<file path="config.mk">
export PLATFORM = sky130hd
export DESIGN_NAME = spi_reg_access_ctrl
export DESIGN_NICKNAME = d
export VERILOG_FILES = /design/src/rtl/spi_reg_access_ctrl.sv
export SDC_FILE = /design/constraint.sdc
export NUM_CORES = 1
export LEC_CHECK = 0
export BUFFER_PORTS_ARGS = -buffer_cell sky130_fd_sc_hd__buf_2
export CAP_MARGIN = 20
export CORE_AREA = 3 3 96 98
export DETAILED_ROUTE_END_ITERATION = 8
export DIE_AREA = 0 0 99 101
export MAX_ROUTING_LAYER = met4
export SLEW_MARGIN = 0
export SYNTH_ARGS = -nofsm -noshare
export SYNTH_HDL_FRONTEND = slang
export SYNTH_SLANG_ARGS = --single-unit
</file>
<file path="constraint.sdc">
create_clock -name sclk -period 1.85 [get_ports sclk]
set_input_delay 0.37 -clock sclk [delete_from_list [all_inputs] [get_ports sclk]]
set_output_delay 0.37 -clock sclk [all_outputs]
set_load 0.005 [all_outputs]
</file>
<file path="src/rtl/spi_reg_access_ctrl.sv">
// spi_reg_access_ctrl: serial-side sequencer for the config/readback register bank.
// A command byte picks the start address and direction; data streams LSB first with auto-increment.
module spi_reg_access_ctrl #(
    parameter int NUM_REGS = 59,
    parameter bit AUTO_INC = 1'b1
) (
    input  logic       sclk,
    input  logic       rstn,
    input  logic       cs_n,
    input  logic       pico,
    input  logic [7:0] mux_data,
    output logic [7:0] mux_sel,
    output logic       poci,
    output logic       wr_en,
    output logic [7:0] wr_addr,
    output logic [7:0] wr_data,
    output logic       busy,
    output logic       addr_err
);

    localparam logic [6:0] LAST = 7'(NUM_REGS);

    typedef enum logic [1:0] {IDLE, CMD, READ, WRITE} state_t;

    state_t     state;
    logic [2:0] bit_cnt;
    logic [6:0] cmd_sr;
    logic [6:0] wd_sr;
    logic [6:0] shadow;
    logic [6:0] addr;
    logic       addr_vld;
    logic       cmd_vld;
    logic [6:0] nxt_addr;

    // Address range check on the assembled command, and the wrap-to-1 increment
    always_comb begin
        cmd_vld  = (cmd_sr != 7'd0) && (cmd_sr <= LAST);
        nxt_addr = (addr >= LAST) ? 7'd1 : addr + 7'd1;
    end

    // Transaction sequencer: command deserialise, read streaming, write strobes
    always_ff @(posedge sclk or negedge rstn) begin
        if (!rstn) begin
            state    <= IDLE;
            bit_cnt  <= 3'd0;
            cmd_sr   <= 7'd0;
            wd_sr    <= 7'd0;
            shadow   <= 7'd0;
            addr     <= 7'd0;
            addr_vld <= 1'b0;
            mux_sel  <= 8'd0;
            poci     <= 1'b0;
            wr_en    <= 1'b0;
            wr_addr  <= 8'd0;
            wr_data  <= 8'd0;
            busy     <= 1'b0;
            addr_err <= 1'b0;
        end else begin
            wr_en <= 1'b0;
            if (cs_n) begin
                state   <= IDLE;
                bit_cnt <= 3'd0;
                poci    <= 1'b0;
                mux_sel <= 8'd0;
                busy    <= 1'b0;
            end else begin
                busy    <= 1'b1;
                bit_cnt <= bit_cnt + 3'd1;
                unique case (state)
                    IDLE: begin
                        cmd_sr   <= {pico, cmd_sr[6:1]};
                        addr_err <= 1'b0;
                        poci     <= 1'b0;
                        state    <= CMD;
                    end
                    CMD: begin
                        poci <= 1'b0;
                        if (bit_cnt == 3'd7) begin
                            // cmd_sr holds address bits 0..6; pico is the write flag
                            addr     <= cmd_sr;
                            addr_vld <= cmd_vld;
                            mux_sel  <= cmd_vld ? {1'b0, cmd_sr} : 8'd0;
                            if (!cmd_vld) begin
                                addr_err <= 1'b1;
                            end
                            state <= pico ? WRITE : READ;
                        end else begin
                            cmd_sr <= {pico, cmd_sr[6:1]};
                        end
                    end
                    READ: begin
                        if (bit_cnt == 3'd0) begin
                            shadow <= addr_vld ? mux_data[7:1] : 7'd0;
                            poci   <= addr_vld & mux_data[0];
                        end else begin
                            shadow <= {1'b0, shadow[6:1]};
                            poci   <= shadow[0];
                        end
                        if (bit_cnt == 3'd7) begin
                            if (!addr_vld) begin
                                addr_err <= 1'b1;
                            end else if (AUTO_INC) begin
                                addr    <= nxt_addr;
                                mux_sel <= {1'b0, nxt_addr};
                            end
                        end
                    end
                    WRITE: begin
                        wd_sr <= {pico, wd_sr[6:1]};
                        if (bit_cnt == 3'd7) begin
                            if (addr_vld) begin
                                wr_en   <= 1'b1;
                                wr_addr <= {1'b0, addr};
                                wr_data <= {pico, wd_sr};
                                if (AUTO_INC) begin
                                    addr    <= nxt_addr;
                                    mux_sel <= {1'b0, nxt_addr};
                                end
                            end else begin
                                addr_err <= 1'b1;
                            end
                        end
                    end
                endcase
            end
        end
    end

endmodule

</file>
==> results.sh, run 1 <==
export IMPL_outcome="complete, no violations"
export IMPL_fin_nets=288
export IMPL_crit_slowest_cell="dfrtp_1"
export IMPL_drt_first_iter_violations=82
export IMPL_post_route_period_util_pct=94.7
export IMPL_cpMostUsedCell="ha_1"
export IMPL_viasPerCell=4.67
export IMPL_rsz0062_at_grt="no"
export IMPL_p_leak_nw=1.66
export IMPL_power_density_nw_per_um2=842
export IMPL_fin_crit_ns=1.75
export IMPL_tightest_slew_ns=0.539
export IMPL_synth_top_area_share_pct=56.0
export IMPL_synthDistinctLibCells=43
export IMPL_crit_fanout=7
export IMPL_syn_area_sq_um=2680
export IMPL_die_h_um=101
export IMPL_yosys_warnings=0
export IMPL_cp_slowest_stage_delay_ns=0.39
export IMPL_num_antenna_cells=0
export IMPL_yosys_area_top_type="dfrtp_1"
export IMPL_max_clock_path_buffers=2
export IMPL_yosysSeqAreaShare_pct=56.0
export IMPL_worstHoldPathType="input port to async pin"
export IMPL_ir_worst_vdd_mv=0.266
export IMPL_max_slew_margin_pct=63.9
export IMPL_critPathArrivalTime_ns=1.97
export IMPL_tns_ns=0
export IMPL_die_area_sq_um=10000
export IMPL_dr_pass1_iters=4
export IMPL_rows=34
export IMPL_grt_max_degree=61
export IMPL_coreArea_sq_um=8550
export IMPL_grt_use_total_pct=12.1
export IMPL_cp_required_ns=2.07
export IMPL_synthCells=219
export IMPL_hold_viol=0
export IMPL_cts_htree_levels=3
export IMPL_dp_slack_ns=0.00164
export IMPL_syn2layout_area_growth_pct=20.5
export IMPL_port_buffers=37
export IMPL_critPathKind="flop to flop"
export IMPL_root_buffer="clkbuf_8"
export IMPL_worst_path_buf_inv=0
export IMPL_ys_ff_latch=60
export IMPL_path_delay_family="simple AND/OR/NAND/NOR gates"
export IMPL_setup_slack_ns=0.0974
export IMPL_crit_path_cell_trace="ha_1, ha_1, and2_4, nor3_4, mux2_2"
export IMPL_cp_end_kind="flop"
export IMPL_setup_violations=0
export IMPL_num_vias=1797
export IMPL_syn_area_per_cell_sq_um=12.2
export IMPL_routedWlPerCell_um=13.6
export IMPL_start_util_pct=31.4
export IMPL_ios=40
export IMPL_clock_skew_ns=0.00835
export IMPL_max_cap_violations=0
export IMPL_finalMaxSlewViolations=0
export IMPL_drc=0
export IMPL_grt_ovfl_total=0
export IMPL_drt_antenna_violating_nets=0
export IMPL_cts_sinks=60
export IMPL_totalWireLength_um=5230
export IMPL_first_global_vias=1819
export IMPL_drive_above_1_share_pct=38.3
export IMPL_max_freq_mhz=571
export IMPL_grt_pass1_wl_um=9040
export IMPL_postCtsHoldBufs=0
export IMPL_cts_inserted_buffers=9
export IMPL_dpl_hpwl_um=3670
export IMPL_dieWidth_um=99
export IMPL_ys_top_cells_by_area="dfrtp_1 (56%), mux2_2 (9.7%), mux2_4 (5.0%)"
export IMPL_cts_clk_slew_worst_paths_ns=0.07
export IMPL_clk_latency_ns=0.33
export IMPL_cp_start_kind="flop"
export IMPL_place_congestion=0.773
export IMPL_antenna_found_initial=0
export IMPL_cts_tree="built"
-- cells by family (layout without fill, tap and decap cells) --
logic type	count (synthesis)	in the layout	synth area share [%]
AO/OA/AOI/OAI	35	35	9.61
multiplexers	32	32	14.7
AND/OR/NAND/NOR	63	63	12.6
flip-flops	60	60	56.0
other	1	2	0.140
buffers and inverters	21	78	4.10
XOR/XNOR	3	3	0.980
adder cells (fa/ha/maj)	4	4	1.87
-- cells in the final DEF, fill, tap and decap left out, drive strengths merged, types with 2 or more instances in the layout --
| master | netlist | routed |
|---|---|---|
| dfrtp | 60 | 60 |
| clkinv | 0 | 4 |
| nor3 | 6 | 6 |
| mux2 | 32 | 32 |
| o2bb2ai | 4 | 4 |
| a31oi | 8 | 8 |
| nor2b | 4 | 4 |
| a221oi | 2 | 2 |
| conb | 1 | 2 |
| nor2 | 16 | 16 |
| and3 | 2 | 2 |
| a21oi | 3 | 3 |
| clkbuf | 2 | 11 |
| inv | 11 | 11 |
| nand3 | 13 | 13 |
| and2 | 2 | 2 |
| buf | 8 | 51 |
| xor2 | 2 | 2 |
| a221o | 5 | 5 |
| o21ai | 5 | 5 |
| nand2 | 16 | 16 |
| ha | 4 | 4 |
-- metal layers --
metal | part of all wire [%] | global-route usage, % | vias up
li1 | - | - | 885
met1 | 50 | 16.5 | 866
met2 | 43 | 16.2 | 36
met3 | 4.2 | 3.11 | 10
met4 | 2.2 | 6.83 | 0
met5 | 0 | - | -
-- area by class of cell --
class | instances | area [sq um]
inverters | 11 | 41.3
clock inverters | 5 | 27.5
fillers | 860 | 5320
flip-flops and latches | 60 | 1500
well taps | 108 | 135
clock buffers | 11 | 141
repair buffers | 51 | 303
multi-input cells | 139 | 1080
-- per-stage QoR --
stage	util [%]	total power (W)	instances	hold slack (ns)	cell area, sq um
final	37.8	0.00272	385	0.0281	3230
after floorplan	-	0.00163	220	0.0744	2690
after detailed placement	35.6	0.00174	368	0.400	3050
after global placement	35.6	0.00174	368	0.401	3050
after CTS	37.7	0.00276	385	0.0301	3230
after global routing	37.8	0.00287	385	0.0629	3230
-- power breakdown --
part	internal (W)	switching [W]	leakage [nW]	total, W
logic	0.000119	0.000126	0.781	0.000245
clock network	0.000513	0.000494	0.0889	0.00101
registers	0.00139	0.0000817	0.794	0.00147
-- state kept, by name, indices dropped and copies added, names as in the netlist --
register and count:
busy 1, wr_addr 7, shadow 7, poci 1, wr_data 8, wd_sr 7, state 2, wr_en 1
addr_err 1, addr_vld 1, mux_sel 7, addr 7, cmd_sr 7, bit_cnt 3
-- cells in the mapped netlist (all sizes together) --
| master | n |
|---|---|
| a21boi | 1 |
| a22oi | 1 |
| and2b | 1 |
| a21o | 1 |
| nor4 | 1 |
| conb | 1 |
| a221oi | 2 |
| nand3 | 13 |
| dfrtp | 60 |
| nand2b | 1 |
| o21ai | 5 |
| o2bb2ai | 4 |
| xnor2 | 1 |
| nor3 | 6 |
| nor2 | 16 |
| inv | 11 |
| a21oi | 3 |
| clkbuf | 2 |
| ha | 4 |
| and3 | 2 |
| xor2 | 2 |
| a41o | 1 |
| and2 | 2 |
| nand2 | 16 |
| o31ai | 1 |
| a211o | 1 |
| buf | 8 |
| o221ai | 1 |
| nor2b | 4 |
| a221o | 5 |
| a211oi | 1 |
| mux2 | 32 |
| nand4 | 1 |
| a31oi | 8 |
-- timing repair --
item                                   4_1_cts  5_1_grt
pin swaps                                    1        1
setup endpoints to repair                    1        8
gates resized for setup                      2        1
endpoints found under the hold margin        0        0
setup buffers                                1        0
-- path summary, 6_finish.rpt --
check,slack (ns),start,depth (start not counted),to
max,0.1,bit_cnt[0]$_DFF_PN0_,5,cmd_sr[1]$_DFFE_PN0P_
min,0.03,rstn,2,shadow[4]$_DFFE_PN0P_
max reg2reg,0.1,bit_cnt[0]$_DFF_PN0_,5,cmd_sr[1]$_DFFE_PN0P_
min reg2reg,0.46,bit_cnt[0]$_DFF_PN0_,1,bit_cnt[0]$_DFF_PN0_
max in group asynchronous,1.55,rstn,2,addr_vld$_DFFE_PN0P_
min in group sclk,0.32,mux_data[3],3,shadow[2]$_DFFE_PN0P_
-- worst reg2reg max path: cells and delay by family (launching register included) --
family	cells	cell delay [ns]
simple gates	2	0.47
mux	1	0.38
flops	1	0.39
fa+ha+maj	2	0.41
No activity file was read; power rests on OpenSTA's default activity.
==> run 2: changes to the inputs <==
Settings changed: CAP_MARGIN 20 to unset, CORE_AREA 3 3 96 98 to 2 2 95 97, DIE_AREA 0 0 99 101 to 0 0 97 99.
==> run 2 against run 1 <==
Against the previous run: register-to-register slack got worse by 0.03 ns; critical endpoint is now mux_sel[1]$_DFFE_PN0P_; power rose by 18%; combinational power barely moved; critical path depth rose by 1; setup slack got worse by 0.034 ns; clock power rose by 47%; design area rose by 2.3%; sequential power barely moved; maximum frequency fell by 1.9%.
==> results.sh, run 2 (same netlist as run 1, synthesis figures left out) <==
export IMPL_dpl_hpwl_um=3900
export IMPL_rows=34
export IMPL_cts_inserted_buffers=9
export IMPL_finalMaxSlewViolations=0
export IMPL_p_leak_nw=1.69
export IMPL_start_util_pct=31.4
export IMPL_coreArea_sq_um=8550
export IMPL_fin_nets=287
export IMPL_dr_pass1_iters=4
export IMPL_setup_violations=0
export IMPL_critPathArrivalTime_ns=2.02
export IMPL_critPathKind="flop to flop"
export IMPL_outcome="complete, no violations"
export IMPL_die_h_um=99
export IMPL_post_route_period_util_pct=96.6
export IMPL_totalWireLength_um=5510
export IMPL_r2r_end="mux_sel[1]$_DFFE_PN0P_"
export IMPL_mostFrequentLayoutCell="dfrtp_1"
export IMPL_rsz0062_at_grt="no"
export IMPL_pwr_share_clk_pct=46.3
export IMPL_p_comb_share_pct=7.7
export IMPL_crit_slowest_cell="dfrtp_1"
export IMPL_cp_slowest_stage_delay_ns=0.40
export IMPL_tns_ns=0
export IMPL_drt_antenna_violating_nets=0
export IMPL_viasPerCell=4.82
export IMPL_grt_ovfl_total=0
export IMPL_cpMostUsedCell="ha_1"
export IMPL_max_clock_path_buffers=2
export IMPL_regMostFlops="wr_data"
export IMPL_cp_end_kind="flop"
export IMPL_syn2layout_area_growth_pct=23.3
export IMPL_ir_worst_vdd_mv=0.345
export IMPL_crit_path_cell_trace="ha_1, ha_1, and2_4, nand2_1, and2b_2, a221o_1"
export IMPL_critPathCapture="mux_sel[1]$_DFFE_PN0P_"
export IMPL_dp_slack_ns=0.00246
export IMPL_first_global_vias=1862
export IMPL_drive_above_1_share_pct=38.4
export IMPL_die_area_sq_um=9600
export IMPL_setup_slack_ns=0.0631
export IMPL_clk_latency_ns=0.35
export IMPL_layout_common_cells="dfrtp_1 (60), buf_2 (37), mux2_2 (23), nand2_1 (16), nor2_1 (15)"
export IMPL_crit_fanout=5
export IMPL_grt_use_total_pct=13.0
export IMPL_routedWlPerCell_um=14.4
export IMPL_port_buffers=37
export IMPL_ios=40
export IMPL_max_cap_violations=0
export IMPL_cts_setup_buffers=0
export IMPL_worstReg2RegStart="bit_cnt[0]$_DFF_PN0_"
export IMPL_netSwitchingPower_w=0.000733
export IMPL_clock_skew_ns=0.00813
export IMPL_cp_start_kind="flop"
export IMPL_cts_sinks=60
export IMPL_num_vias=1849
export IMPL_dieWidth_um=97
export IMPL_placed_area_sq_um=3050
export IMPL_place_inst=368
export IMPL_drt_first_iter_violations=97
export IMPL_fin_crit_ns=1.79
export IMPL_largest_register_ff_count=8
export IMPL_internal_power_w=0.00247
export IMPL_power_density_nw_per_um2=969
export IMPL_drc=0
export IMPL_crit_path_start="bit_cnt[0]$_DFF_PN0_"
export IMPL_cts_tree="built"
export IMPL_grt_pass1_wl_um=9480
export IMPL_tightest_slew_ns=0.572
export IMPL_max_freq_mhz=560
export IMPL_max_slew_margin_pct=61.8
export IMPL_grt_max_degree=25
export IMPL_worstHoldPathType="input port to async pin"
export IMPL_root_buffer="clkbuf_8"
export IMPL_rr_worst_depth=6
export IMPL_fin_cells=384
export IMPL_cp_required_ns=2.08
export IMPL_antenna_found_initial=0
export IMPL_final_core_util_pct=38.7
export IMPL_cts_clk_slew_worst_paths_ns=0.07
export IMPL_cts_htree_levels=3
export IMPL_stdcell_area_sq_um=3310
export IMPL_p_sw_share_pct=22.9
export IMPL_hold_viol=0
export IMPL_num_antenna_cells=0
export IMPL_place_congestion=0.763
export IMPL_r2r_slack_ns=0.06
export IMPL_p_seq_share_pct=46.0
[run 2: critical path: cells and delay by family (launching register included)]
family	cells	cell delay [ns]
simple gates	3	0.55
compound gates	1	0.31
fa+ha+maj	2	0.40
flops	1	0.40
[run 2: how the worst min path moves through the flow]
| stage | cells past startpoint | start | slack (ns) | to |
|---|---|---|---|---|
| 5_1_grt | 1 | rstn | 0.06 | cmd_sr[1]$_DFFE_PN0P_ |
| 6_report | 1 | rstn | 0.01 | shadow[3]$_DFFE_PN0P_ |
| 3_3_place_gp | 1 | rstn | 0.41 | shadow[2]$_DFFE_PN0P_ |
| 3_5_place_dp | 1 | rstn | 0.41 | shadow[1]$_DFFE_PN0P_ |
| 2_1_floorplan | 0 | rstn | 0.07 | addr[0]$_DFFE_PN0P_ |
| 4_1_cts | 1 | rstn | 0.04 | cmd_sr[2]$_DFFE_PN0P_ |
[run 2: per-stage QoR]
stage               hold WS, ns  total power [W]
floorplan                0.0744          0.00163
global placement          0.408          0.00174
detailed placement        0.414          0.00175
CTS                      0.0401          0.00323
global route             0.0599          0.00335
finish                   0.0139          0.00321
[run 2: area by class of cell]
cell class                 count  area, sq um
sequential                    60         1500
clock inverter                 4         95.1
timing repair buffer          50          295
inverter                      11         41.3
tap                          108          135
fill                         833         5240
multi-input combinational    139         1080
clock buffer                  12          155
[run 2: what timing repair did]
item	in CTS	in global routing
gates resized for setup	3	1
setup endpoints to repair	8	2
hold buffers	0	0
[run 2: layer usage]
metal	routed length, um	vias up	share of wire, %	global-route usage, %
li1	-	878	-	-
met1	2600	901	47	17.0
met3	352	14	6.4	4.68
met5	0	-	0	-
met4	102	0	1.9	5.42
met2	2460	56	45	18.3
[run 2: power by group through the flow]
stage / logic [W] / clock network, W / registers [W]
6_report: 0.000248 / 0.00148 / 0.00147
5_1_grt: 0.000285 / 0.00158 / 0.00149
4_1_cts: 0.000253 / 0.00151 / 0.00147
3_5_place_dp: 0.000251 / 0 / 0.00150
3_3_place_gp: 0.000245 / 0 / 0.00150
2_1_floorplan: 0.000162 / 0 / 0.00147
